==> src/rtl/cpu_id_scoreboard_pkg.sv <==
// Shared types and defaults for the decode-stage hazard scoreboard.
// Pure definitions, no logic; zero latency.
// No flow control of its own; consumers decide stall behaviour.
package cpu_id_scoreboard_pkg;

    localparam int NUM_GPR          = 32;
    localparam int DEF_NUM_RD_PORTS = 2;
    localparam int DEF_MAX_LAT      = 3;
    localparam int DEF_MAX_LONG     = 2;

    typedef logic [4:0] reg_addr_t;

    // True when register number a names GPR r.
    function automatic logic addr_is(input reg_addr_t a, input int unsigned r);
        return a == reg_addr_t'(r);
    endfunction

endpackage

==> src/rtl/cpu_sb_entry.sv <==
// One GPR's hazard state: fixed-latency countdown plus outstanding long-op flag.
// State updates one cycle after the set/clear inputs; outputs are straight from flops.
// No backpressure; the parent only drives set inputs for instructions that actually leave ID.
module cpu_sb_entry #(
    parameter int CNT_W = 2
) (
    input  logic             clk,
    input  logic             rst,
    input  logic             flush,
    input  logic             set_cnt,
    input  logic [CNT_W-1:0] set_val,
    input  logic             set_long,
    input  logic             clr_long,
    output logic             cnt_nz,
    output logic             long_q
);

    logic [CNT_W-1:0] cnt;

    // Countdown: flush beats a new write, a new write overwrites a live count, else decrement.
    // Long flag: a new long issue beats a same-cycle completion so the younger op stays tracked.
    always_ff @(posedge clk or posedge rst) begin
        if (rst) begin
            cnt    <= '0;
            long_q <= 1'b0;
        end else begin
            if (flush) begin
                cnt <= '0;
            end else if (set_cnt) begin
                cnt <= set_val;
            end else if (cnt != '0) begin
                cnt <= cnt - 1'b1;
            end

            if (set_long) begin
                long_q <= 1'b1;
            end else if (clr_long) begin
                long_q <= 1'b0;
            end
        end
    end

    assign cnt_nz = (cnt != '0);

endmodule

==> src/rtl/cpu_id_scoreboard.sv <==
// Decode-stage hazard scoreboard: tracks in-flight GPR writes and requests an ID stall.
// stall_req/src_pending/issue_fire are combinational from flops and current inputs.
// Holds ID (stall_req) on unforwardable sources, WAW against a long op, or a full long-op table.
module cpu_id_scoreboard
    import cpu_id_scoreboard_pkg::*;
#(
    parameter int NUM_RD_PORTS = DEF_NUM_RD_PORTS,
    parameter int MAX_LAT      = DEF_MAX_LAT,
    parameter int MAX_LONG     = DEF_MAX_LONG,
    parameter int LAT_W        = $clog2(MAX_LAT + 2),
    parameter int LC_W         = $clog2(MAX_LONG + 1)
) (
    input  logic                               clk,
    input  logic                               rst,
    input  reg_addr_t [NUM_RD_PORTS-1:0]       src_raddr,
    input  logic      [NUM_RD_PORTS-1:0]       src_used,
    input  logic                               issue_valid,
    input  logic                               issue_we,
    input  reg_addr_t                          issue_waddr,
    input  logic      [LAT_W-1:0]              issue_lat,
    input  logic                               complete_valid,
    input  reg_addr_t                          complete_waddr,
    input  logic                               flush,
    output logic                               stall_req,
    output logic                               issue_fire,
    output logic      [NUM_RD_PORTS-1:0]       src_pending,
    output logic      [LC_W-1:0]               long_cnt
);

    localparam int               CNT_W    = $clog2(MAX_LAT + 1);
    localparam logic [LAT_W-1:0] LAT_LONG = '1;

    logic [NUM_GPR-1:0] cnt_nz;
    logic [NUM_GPR-1:0] long_q;
    logic [NUM_GPR-1:0] pend;

    logic             issue_is_long;
    logic             issue_is_fixed;
    logic             issue_rec;
    logic [CNT_W-1:0] issue_cnt;
    logic             waw_stall;
    logic             long_full;
    logic             long_inc;
    logic             long_dec;

    assign issue_is_long  = (issue_lat == LAT_LONG);
    assign issue_is_fixed = (issue_lat != '0) && !issue_is_long;
    // Only a real GPR write that leaves ID outside a flush cycle changes state.
    assign issue_rec      = issue_fire && issue_we && (issue_waddr != '0) && !flush;
    assign issue_cnt      = (issue_lat > LAT_W'(MAX_LAT)) ? CNT_W'(MAX_LAT) : CNT_W'(issue_lat);

    // $0 has no entry and is never pending.
    assign cnt_nz[0] = 1'b0;
    assign long_q[0] = 1'b0;

    for (genvar r = 1; r < NUM_GPR; r++) begin : g_entry
        cpu_sb_entry #(
            .CNT_W (CNT_W)
        ) u_entry (
            .clk      (clk),
            .rst      (rst),
            .flush    (flush),
            .set_cnt  (issue_rec && issue_is_fixed && addr_is(issue_waddr, r)),
            .set_val  (issue_cnt),
            .set_long (issue_rec && issue_is_long && addr_is(issue_waddr, r)),
            .clr_long (complete_valid && addr_is(complete_waddr, r)),
            .cnt_nz   (cnt_nz[r]),
            .long_q   (long_q[r])
        );
    end

    // Per-register pending: a completing long op is already forwardable from writeback.
    always_comb begin
        pend = '0;
        for (int r = 1; r < NUM_GPR; r++) begin
            pend[r] = cnt_nz[r] | (long_q[r] & ~(complete_valid & addr_is(complete_waddr, r)));
        end
    end

    // Source operand hazards.
    always_comb begin
        src_pending = '0;
        for (int i = 0; i < NUM_RD_PORTS; i++) begin
            src_pending[i] = src_used[i] & pend[src_raddr[i]];
        end
    end

    assign waw_stall  = issue_valid && issue_we && pend[issue_waddr] && long_q[issue_waddr];
    assign long_full  = issue_valid && issue_is_long && (long_cnt == LC_W'(MAX_LONG)) && !complete_valid;
    assign stall_req  = (|src_pending) || waw_stall || long_full;
    assign issue_fire = issue_valid && !stall_req;

    assign long_inc = issue_rec && issue_is_long;
    assign long_dec = complete_valid && long_q[complete_waddr];

    // Outstanding long-op count; simultaneous issue and completion cancel out.
    always_ff @(posedge clk or posedge rst) begin
        if (rst) begin
            long_cnt <= '0;
        end else begin
            case ({long_inc, long_dec})
                2'b10:   long_cnt <= long_cnt + 1'b1;
                2'b01:   long_cnt <= long_cnt - 1'b1;
                default: long_cnt <= long_cnt;
            endcase
        end
    end

    // A completion must target a register with an outstanding long op.
    always_ff @(posedge clk) begin
        if (!rst && complete_valid) begin
            assert (long_q[complete_waddr])
            else $error("cpu_id_scoreboard: completion for r%0d with no outstanding long op", complete_waddr);
        end
    end

endmodule

==> config.mk <==
export PLATFORM = sky130hd
export DESIGN_NAME = cpu_id_scoreboard
export DESIGN_NICKNAME = d
export VERILOG_FILES = /design/src/rtl/cpu_id_scoreboard_pkg.sv /design/src/rtl/cpu_sb_entry.sv /design/src/rtl/cpu_id_scoreboard.sv
export SDC_FILE = /design/constraint.sdc
export NUM_CORES = 1
export LEC_CHECK = 0
export BUFFER_PORTS_ARGS = -buffer_cell sky130_fd_sc_hd__buf_2
export CAP_MARGIN = 10
export CORE_MARGIN = 2
export CORE_UTILIZATION = 47
export DETAILED_ROUTE_END_ITERATION = 6
export SYNTH_ARGS = -nofsm -noshare
export SYNTH_HDL_FRONTEND = slang
export SYNTH_HIERARCHICAL = 1
export SYNTH_SLANG_ARGS = --single-unit
==> constraint.sdc <==
create_clock -name clk -period 4.35 [get_ports clk]
set_input_delay 0.87 -clock clk [delete_from_list [all_inputs] [get_ports clk]]
set_output_delay 0.87 -clock clk [all_outputs]
set_load 0.005 [all_outputs]
==> summary.md <==
| Metric | Value |
|---|---|
| Final net count | between 1,000 and 1,500 |
| Final WL | between 20,000 and 30,000 µm |
| Placer congestion estimate | about 1 |
| Minimum clock period | 4290 ps |
| Initial drt markers | ~730 |
| Critical Path RT | between 3000 and 4000 ps |
| CTS tree | done |
| Gate count of the mapped netlist | slightly above 1,000 |
| Vias after detailed routing | between 8,000 and 9,000 |
| Initial antenna violation count | 0 |
| Fmax | roughly 0.23 GHz |
| Vias per cell | ~6 |
| Endpoint class of the critical path | primary output |
| Main synth FF type | dfrtp_1 |
| Hold Path Class | flop to flop |
| Synth Cell Area | about 8700 µm² |
| Max IR drop VDD | 0.290 mV |
| Clk_skew | a little over 10 ps |
| Sequential area share after synthesis | a little over a quarter |
| # H-tree levels | 3 |
| Relative slew slack | 43.0% |
| CP Class | input pin to primary output |
| N_diodes | 0 |
| WL/cell | 19.9 µm |
| Num CTS Buffers | 9 |
| Global Route Usage Sum | ~29% |
| Warnings from Yosys | 6 |
| Final max-slew violation count | 0 |
| Leak | about 5.1 nW |
| Layout fillers | 1,709 |
| Mean Syn Cell Area | ~8.5 µm² |
| Worst-path fanout max | 25 |
| Cell Area, Placed | just over 10,000 µm² |
| Asr flop ratio synth | 100% |
| HPWL Detailed | 21,300 µm |
| Core outline area | between 15,000 and 20,000 µm² |
| Die Y | ~140 µm |
| Status | finished, final reports clean |
| Crit start category | input pin |
| RSZ-0062 raised after global routing | yes |
| Root Driver | clkbuf_16 |
| DRC Markers | 0 |
| Number of distinct library cells after synthesis | 67 |
| Pin count of the biggest net entering global routing | 87 |
| Initial core utilization | 48.2% |
| Clk Latency, worst-skew pair | 360 ps |
| Routed Antenna Nets | 0 |
| EDFF count, synth | 0 |
| Max clock buf depth | 2 |
| Fin crit share | roughly 100% |
| Layout area overhead | 20.2% |
| PortBufs | 36 |
| #FFs+latches synth | 95 |
| Die area | 19,600 µm² |
| Power, Total | 4.47 mW |
| Pre-antenna DRT Iters | 5 |
| Max-cap violations | 0 |
| Worst-Margin Slew | 855 ps |
| Fin area | about 10,000 µm² |
| Grt total ovfl | 0 |
| # rows | ~50 |
| Die Wd | 140 µm |
| Mapped Nets | 1,084 |
| Share of layout cells above drive strength 1 | around 25% |
| Vias in the first global route | between 8,000 and 9,000 |
| CP arrival | roughly 3400 ps |
| TritonCTS Sinks | 95 |
| Global-route wire length before repair | around 45,000 µm |
| Clock transition at path regs | approximately 60 ps |
| IO Count | 37 |
| Final-report hold violation count | 0 |
| Power per cell area | between 400 and 500 nW/µm² |
| Setup-failing EPs final | 0 |
## registers in the layout, summed over array words and instances, names as in the netlist
register	count
g_entry.u_entry/cnt	62
g_entry.u_entry/long_q	31
long_cnt	2
## final timing paths
check	start	slack, ps	depth (start not counted)	to
max	complete_waddr[3]	60	14	issue_fire
min in group asynchronous	rst	710	2	long_cnt[1]
min	long_cnt[1]	520	1	long_cnt[1]
min reg2reg	long_cnt[1]	520	1	long_cnt[1]
max reg2reg	g_entry[19].u_entry/cnt[0]	590	15	long_cnt[1]
max in group asynchronous	rst	3410	2	g_entry[8].u_entry/long_q
## area by class of cell
class | instances | area, µm² | area share, %
Clock buffer | 14 | 264 | 2.53
Clock inverter | 2 | 15.0 | 0.144
Inverter | 172 | 646 | 6.18
Multi-Input combinational cell | 700 | 5440 | 52.1
Sequential cell | 95 | 2380 | 22.8
Tap cell | 229 | 287 | 2.74
Timing Repair Buffer | 193 | 1410 | 13.5
## repair_timing
item | in CTS | in global routing
pin swaps | 2 | 2
endpoints found under the setup margin | 2 | 2
resized for setup | 5 | 6
hold buffers | 0 | 0
buffers inserted | 1 | 1
## per-layer routing
layer / up-vias / share of wire, % / track usage, %
met3: 48 / 7.3 / 5.37
met1: 4001 / 47 / 43.0
li1: 3958 / - / -
met2: 328 / 43 / 44.5
met4: 0 / 2.6 / 8.37
met5: - / 0 / 0
## placed cells by master, fill, tap and decap left out, drive strengths merged, types with 11 or more instances in the layout
master and instances:
a21o 32, a21oi 17, and2b 62, buf 193
clkbuf 14, dfrtp 95, ha 32, inv 172
mux4 11, nand2 33, nand2b 17, nand3 18
nand3b 65, nor2 63, nor3 21, nor4 67
o21ai 11, o22ai 11, o31ai 33, o41ai 35
or2 16, or3 13, xor2 32
## critical path, stage by stage
cell and delay [ps]:
buf_2 110, buf_4 190, nand4bb_1 200, buf_4 180, o31a_1 270, buf_4 160, o221ai_2 170, o211ai_1 110
nand4_1 110, nor2_1 50, or4_4 570, buf_12 180, nor2_1 120, buf_2 130
## synth_stat cells (all sizes together), types with 5 or more instances
cell | n | area, µm²
nor4 | 67 | 507
nand2b | 17 | 106
nand3b | 65 | 488
o22ai | 11 | 68.8
and2b | 62 | 465
o31a | 10 | 87.6
mux2i | 7 | 70.1
nor2 | 63 | 236
clkbuf | 38 | 143
ha | 32 | 400
o31ai | 33 | 248
buf | 16 | 111
dfrtp | 95 | 2380
a21o | 32 | 240
o311ai | 10 | 87.6
a21oi | 17 | 85.1
o32ai | 5 | 51.3
o21ai | 11 | 55.1
inv | 172 | 646
nor3 | 21 | 105
or3 | 13 | 81.3
nand2 | 33 | 124
xor2 | 32 | 280
o41ai | 35 | 539
nand3 | 18 | 90.1
nand4 | 9 | 56.3
a211oi | 7 | 52.6
mux4 | 11 | 248
or2 | 16 | 100
## power by group
| part | internal [mW] | total [mW] | switching [mW] |
|---|---|---|---|
| logic | 1.11 | 2.45 | 1.34 |
| registers | 1.11 | 1.24 | 0.130 |
| clock network | 0.421 | 0.783 | 0.363 |
## kinds of logic (layout without fill, tap and decap cells)
group	Yosys count	after routing	share of synthesized area (%)
AO/OA/AOI/OAI	203	203	20.4
flip-flops	95	95	27.4
multiplexers	22	22	4.18
AND/OR/NAND/NOR	409	409	29.6
buffers and inverters	226	381	10.4
XOR/XNOR	34	34	3.43
adder cells (fa/ha/maj)	32	32	4.61
## stage by stage
stage / setup TNS, ps / setup slack [ps] / cells / util (%) / hold slack (ps)
after floorplan: 0 / 115 / 1021 / - / 479
after global placement: -872 / -260 / 1387 / 56.1 / 492
after detailed placement: -1530 / -312 / 1387 / 56.1 / 505
after CTS: 0 / 47.1 / 1404 / 57.7 / 513
after global routing: -47.5 / -47.5 / 1405 / 57.9 / 519
final: 0 / 61.6 / 1405 / 57.9 / 520
(Power assumes the default switching activity.)
